File: src/rtl/uart_pkg.sv
// Shared UART definitions: the rx buffer FSM state encoding and common control characters.
package uart_pkg;

    typedef enum logic [1:0] {
        S_PASS,
        S_HOLD,
        S_DRAIN
    } rxbuf_state_t;

    localparam byte CHAR_CR = 8'h0D;
    localparam byte CHAR_LF = 8'h0A;

endpackage

File: src/rtl/uart_sync_fifo.sv
// Byte FIFO with first-word-fall-through read: the head byte is always visible on rd_data.
module uart_sync_fifo #(
    parameter int DEPTH = 16,
    parameter int AW    = $clog2(DEPTH)
) (
    input  logic          clk,
    input  logic          rst_n,
    input  logic          push,
    input  logic          pop,
    input  logic [7:0]    wr_data,
    output logic [7:0]    rd_data,
    output logic          full,
    output logic          empty,
    output logic [AW:0]   count
);

    logic [7:0]  mem [DEPTH];
    logic [AW:0] wr_ptr;
    logic [AW:0] rd_ptr;

    // Pointers carry one extra wrap bit so full and empty stay distinguishable.
    assign empty   = (wr_ptr == rd_ptr);
    assign full    = (wr_ptr[AW] != rd_ptr[AW]) && (wr_ptr[AW-1:0] == rd_ptr[AW-1:0]);
    assign count   = wr_ptr - rd_ptr;
    assign rd_data = mem[rd_ptr[AW-1:0]];

    // NOTE: sequential state uses non-blocking assignments so every register samples pre-edge values.
    always_ff @(posedge clk or negedge rst_n) begin
        if (!rst_n) begin
            wr_ptr <= '0;
            rd_ptr <= '0;
        end else begin
            if (push) wr_ptr <= wr_ptr + 1'b1;
            if (pop)  rd_ptr <= rd_ptr + 1'b1;
        end
    end

    // NOTE: storage has no reset; the pointers alone decide which entries are meaningful.
    always_ff @(posedge clk) begin
        if (push) mem[wr_ptr[AW-1:0]] <= wr_data;
    end

endmodule

File: src/rtl/uart_rx_buffer.sv
// Buffers bytes from the UART receiver towards the transmitter, with overflow flag and optional line mode.
module uart_rx_buffer
    import uart_pkg::*;
#(
    parameter int         DEPTH    = 16,
    parameter int         AW       = $clog2(DEPTH),
    parameter logic [7:0] EOL_CHAR = CHAR_CR
) (
    input  logic          clk,
    input  logic          rst_n,
    input  logic          rx_valid,
    input  logic [7:0]    rx_data,
    output logic          tx_valid,
    output logic [7:0]    tx_data,
    input  logic          tx_ready,
    input  logic          cfg_line_mode,
    input  logic          clr_ovf,
    output logic          ovf,
    output logic [AW:0]   count
);

    logic          full;
    logic          empty;
    logic          push;
    logic          pop;
    logic          drop;
    logic          eol_in;
    logic          eol_out;
    logic [AW:0]   count_next;
    logic          full_next;
    logic          empty_next;
    logic [AW:0]   pending;
    logic [AW:0]   pending_next;
    logic          forced;
    logic          forced_next;
    rxbuf_state_t  state;
    rxbuf_state_t  state_next;

    // A pop frees a slot in the same cycle, so a byte arriving at full is still accepted then.
    assign pop  = tx_valid && tx_ready;
    assign push = rx_valid && (!full || pop);
    assign drop = rx_valid && full && !pop;

    uart_sync_fifo #(
        .DEPTH (DEPTH),
        .AW    (AW)
    ) u_fifo (
        .clk     (clk),
        .rst_n   (rst_n),
        .push    (push),
        .pop     (pop),
        .wr_data (rx_data),
        .rd_data (tx_data),
        .full    (full),
        .empty   (empty),
        .count   (count)
    );

    assign count_next = count + (AW+1)'(push) - (AW+1)'(pop);
    assign full_next  = (count_next == (AW+1)'(DEPTH));
    assign empty_next = (count_next == '0);

    assign eol_in       = push && (rx_data == EOL_CHAR);
    assign eol_out      = pop && (tx_data == EOL_CHAR);
    assign pending_next = pending + (AW+1)'(eol_in) - (AW+1)'(eol_out);

    always_ff @(posedge clk or negedge rst_n) begin
        if (!rst_n) begin
            ovf <= 1'b0;
        end else if (drop) begin
            ovf <= 1'b1;
        end else if (clr_ovf) begin
            ovf <= 1'b0;
        end
    end

    always_ff @(posedge clk or negedge rst_n) begin
        if (!rst_n) begin
            pending <= '0;
            state   <= S_PASS;
            forced  <= 1'b0;
        end else begin
            pending <= pending_next;
            state   <= state_next;
            forced  <= forced_next;
        end
    end

    // NOTE: every combinational output gets a default first so no path leaves it unassigned (no latch).
    always_comb begin
        state_next  = state;
        forced_next = forced;
        case (state)
            S_PASS: begin
                if (cfg_line_mode && empty) state_next = S_HOLD;
            end
            S_HOLD: begin
                if (!cfg_line_mode) begin
                    state_next = S_PASS;
                end else if (pending_next != '0) begin
                    state_next  = S_DRAIN;
                    forced_next = 1'b0;
                end else if (full_next) begin
                    state_next  = S_DRAIN;
                    forced_next = 1'b1;
                end
            end
            S_DRAIN: begin
                if (!cfg_line_mode) begin
                    state_next  = S_PASS;
                    forced_next = 1'b0;
                end else if (empty_next) begin
                    state_next  = S_HOLD;
                    forced_next = 1'b0;
                end else if (!forced && pending_next == '0) begin
                    state_next = S_HOLD;
                end
            end
            default: begin
                state_next  = S_PASS;
                forced_next = 1'b0;
            end
        endcase
    end

    // Leaving S_DRAIN only follows a pop or an empty buffer, so an offered byte is never withdrawn.
    always_comb begin
        tx_valid = 1'b0;
        case (state)
            S_PASS:  tx_valid = !empty;
            S_DRAIN: tx_valid = !empty;
            default: tx_valid = 1'b0;
        endcase
    end

endmodule

File: config.mk
export PLATFORM = sky130hd
export DESIGN_NAME = uart_rx_buffer
export DESIGN_NICKNAME = d
export VERILOG_FILES = /design/src/rtl/uart_pkg.sv /design/src/rtl/uart_sync_fifo.sv /design/src/rtl/uart_rx_buffer.sv
export SDC_FILE = /design/constraint.sdc
export NUM_CORES = 1
export LEC_CHECK = 0
export CAP_MARGIN = 20
export CORE_MARGIN = 5
export CORE_UTILIZATION = 40
export CTS_CLUSTER_SIZE = 28
export DETAILED_ROUTE_END_ITERATION = 12
export HOLD_SLACK_MARGIN = 0.02
export SYNTH_ARGS = -nofsm -noshare
export SYNTH_HDL_FRONTEND = slang
export SYNTH_SLANG_ARGS = --single-unit
export TNS_END_PERCENT = 50
File: constraint.sdc
create_clock -name clk -period 5.3 [get_ports clk]
set_input_delay 0.795 -clock clk [delete_from_list [all_inputs] [get_ports clk]]
set_output_delay 0.795 -clock clk [all_outputs]
set_load 0.02 [all_outputs]
==> impl_metrics.csv <==
group,metric,value,unit
synth,synth_top_family_by_area,"multiplexers",
layout,post-route-util,48.8,%
synth,synthTopCellsByCount,"sky130_fd_sc_hd__edfxtp_1 (128), sky130_fd_sc_hd__inv_1 (27), sky130_fd_sc_hd__mux4_2 (27)",
die,dieWidth,138,um
drt,dr_wl_met2,6.93,mm
setup_path,worstPathCellList,"buf_4 -> ha_1 -> nand4_1 -> nor2b_1 -> a21boi_2 -> inv_1 -> ha_1 -> inv_1 -> ha_1 -> inv_1 -> fa_1 -> xnor2_1 -> nor3b_1 -> mux2i_1 -> a2111oi_0 -> nor3_1 -> o2bb2ai_1",
drt,drt_iter0_markers,291,
layout,layout.nets,485,
job,cap_viol_max_count,0,
synth,async_sr_flop_fraction,12.9,%
global_routing,grt_overflow_total,0,
drt,avgRoutedWirePerCell,20.3,um
min_path,hold_path.class,"register to register",
placement,place.detailed.instances,644,
sta,grt_setup_unrepaired,"false",
synth,ys_dominant_reg_cell,"sky130_fd_sc_hd__edfxtp_1",
sta,finalHoldViolations,0,
sta,worst_hold_margin,0.486,ns
layout,layout.filler_cells,1332,
placement,portBuffers,28,
drt,route.detailed.vias_per_inst,5.22,
layout,seqCellArea,4320,um2
drt,antenna_left,0,
drt,routed.top_layer,"met4",
synth,synth_edf_count,128,
clock_network,htree_levels,4,
sta,clock_skew,0.00611,ns
clock_network,cts.sink_count,147,
sta,final_worst_setup_slack,0.557,ns
clock_network,cts.repair_timing.setup_buffer_count,0,
synth,synth_seq_area_share,66.3,%
layout,layout-drive-gt1-share,18.6,%
global_routing,grt_start_max_net_pins,20,
sta,setup_viol,0,
die,placementRows,46,
synth,synthMuxAreaShare,13.4,%
synth,ys_ff_latch,147,
setup_path,worst-setup-path-type,"register to register",
synth,yosys.area.top_type_share,59.0,%
synth,netlist_instances,390,
setup_path,end_kind,"register",
sta,max_clock_freq,211,MHz
drt,met3_wirelength,667,um
setup_path,critical-path-max-stage-delay,0.73,ns
setup_path,cp_slowest_cell,"sky130_fd_sc_hd__a2111oi_0",
setup_path,timing.critical_path.arrival,5.04,ns
power,power-per-cell-area,647,nW/um2
power,cellLeakagePower,2.74,nW
layout,diodes,0,
global_routing,first_global_vias,3639,
synth,synth-xor-area-share,2.02,%
drt,via_count,3537,
sta,relative_slew_slack,23.0,%
setup_path,critical_path.max_fanout,18,
drt,drcViolationCount,0,
clock_network,cts_tree,"yes",
placement,detailedPlacementHpwl,9.54,mm
drt,postRouteWirelength,13.8,mm
clock_network,cts.reportedPaths.clkPinSlew,0.06,ns
synth,synth.most_common_cell,"sky130_fd_sc_hd__edfxtp_1",
clock_network,hold_fix_buffer_count_after_cts,0,
synth,synth.area.top_cells,"sky130_fd_sc_hd__edfxtp_1 (59%), sky130_fd_sc_hd__mux4_2 (9.3%), sky130_fd_sc_hd__dfrtp_1 (7.3%), sky130_fd_sc_hd__ha_1 (3.6%), sky130_fd_sc_hd__mux4_1 (3.6%)",
setup_path,cp-start-kind,"register",
clock_network,worst_skew_pair.late_latency,0.42,ns
die,io-pin-count,29,
layout,multiInputGateArea,2010,um2
sta,tightestPinTransition,1.15,ns
die,floorplan.core_area,15900,um2
synth,synth.net_count,426,
synth,synth-compound-area-share,4.47,%
sta,fin_crit,4.74,ns
run_status,status,"finished clean",
synth,synth_simple_gate_area_share,6.32,%
power,total_power,5.03,mW
synth,synth_fa_ha_area_share,4.57,%
synth,syn_avg_cell_area,16.7,um2
clock_network,master_cell_of_the_clock_root_buffer,"sky130_fd_sc_hd__clkbuf_16",
synth,synth.lib_cells_used.distinct,47,
global_routing,grt_first_pass_wirelength,21.4,mm
sta,timing.setup.tns,0,ns
power,vdd_ir_drop_max,0.402,mV
global_routing,track_usage,16.0,%
synth,synth_area,6510,um2
placement,dpl-instance-area,7170,um2
layout,finalInstanceArea,7780,um2
placement,preCtsSetupSlack,0.506,ns
die,die_area,18900,um2
die,die_extent_in_y,138,um
die,initial_utilization,40.9,%
global_routing,antenna_found_initial,0,
layout,fin_cells,678,
layout,area_growth_syn_to_layout,19.4,%
synth,netlist.top_cell.by_area,"sky130_fd_sc_hd__edfxtp_1",
clock_network,cts_resized,0,
sta,post-route-period-util,89.5,%
synth,yosys_warnings,0,
setup_path,worst_endpoint_required_time,5.60,ns
placement,gp_routability_congestion,0.870,
clock_network,numCtsBuffers,17,
drt,wl_met1,5.99,mm
clock_network,clock_path_buffers,2,
sta,final_max_slew_viol_count,0,
drt,drt_first_pass_iters,4,
[where the power goes]
part | leakage (nW) | switching, mW | internal [mW]
clock network | 0.275 | 0.475 | 0.696
logic | 1.08 | 1.25 | 1.05
registers | 1.39 | 0.136 | 1.43
total | 2.74 | 1.86 | 3.17
[layout make-up]
cell class              count  area share, %
multi-input cells         203           25.8
flip-flops and latches    147           55.6
repair buffers             53           6.42
well taps                 216           3.47
inverters                  27           1.30
clock buffers              17           5.47
clock inverters            15           1.98
[worst paths after layout]
kind	depth (start not counted)	end	slack, ns	from
setup / recovery	17	state[1]	0.56	u_fifo.rd_ptr[0]
hold / removal	1	u_fifo.rd_ptr[4]	0.49	u_fifo.rd_ptr[4]
setup reg to reg	17	state[1]	0.56	u_fifo.rd_ptr[0]
hold reg to reg	1	u_fifo.rd_ptr[4]	0.49	u_fifo.rd_ptr[4]
max in group asynchronous	2	u_fifo.rd_ptr[0]	4.32	rst_n
min in group asynchronous	1	u_fifo.wr_ptr[3]	0.59	rst_n
[metal layers]
layer  track usage (%)  vias up
li1                  -     1642
met1              21.1     1802
met2              26.2       77
met3              3.54       16
met4              5.49        0
met5                 0        -
[cells by family (layout without fill, tap and decap cells)]
logic type                 count (synthesis)  count (layout)
DFF                                      147             147
and+or+nand+nor                           86              86
AOI/OAI and AO/OA                         41              41
muxes                                     39              39
adders and majority gates                 22              22
buffers and inverters                     40             112
xor gates and xnor gates                  15              15
[cells in the final DEF, fill, tap and decap left out, drive strengths merged, types with 17 or more instances in the layout]
master and n:
buf 25, clkbuf 17, clkdlybuf4s50 28, dfrtp 19
edfxtp 128, ha 19, inv 32, mux4 36
nand2 24, nor2 26
[worst max-delay path: cells and delay by family, from the launching register on]
kind            cells  cell delay (ns)
compound gates      3             1.25
fa+ha+maj           4             1.15
flops               1             0.72
simple gates        4             0.58
buf+inv             4             0.57
xor+xnor            1             0.16
mux                 1             0.16
[sequential cells by signal, indices dropped and copies added (netlist names)]
| signal | flops |
|---|---|
| forced | 1 |
| ovf | 1 |
| state | 2 |
| pending | 5 |
| u_fifo.mem | 128 |
| u_fifo.rd_ptr | 5 |
| u_fifo.wr_ptr | 5 |
Note: power is estimated with default switching activity, not from simulation.
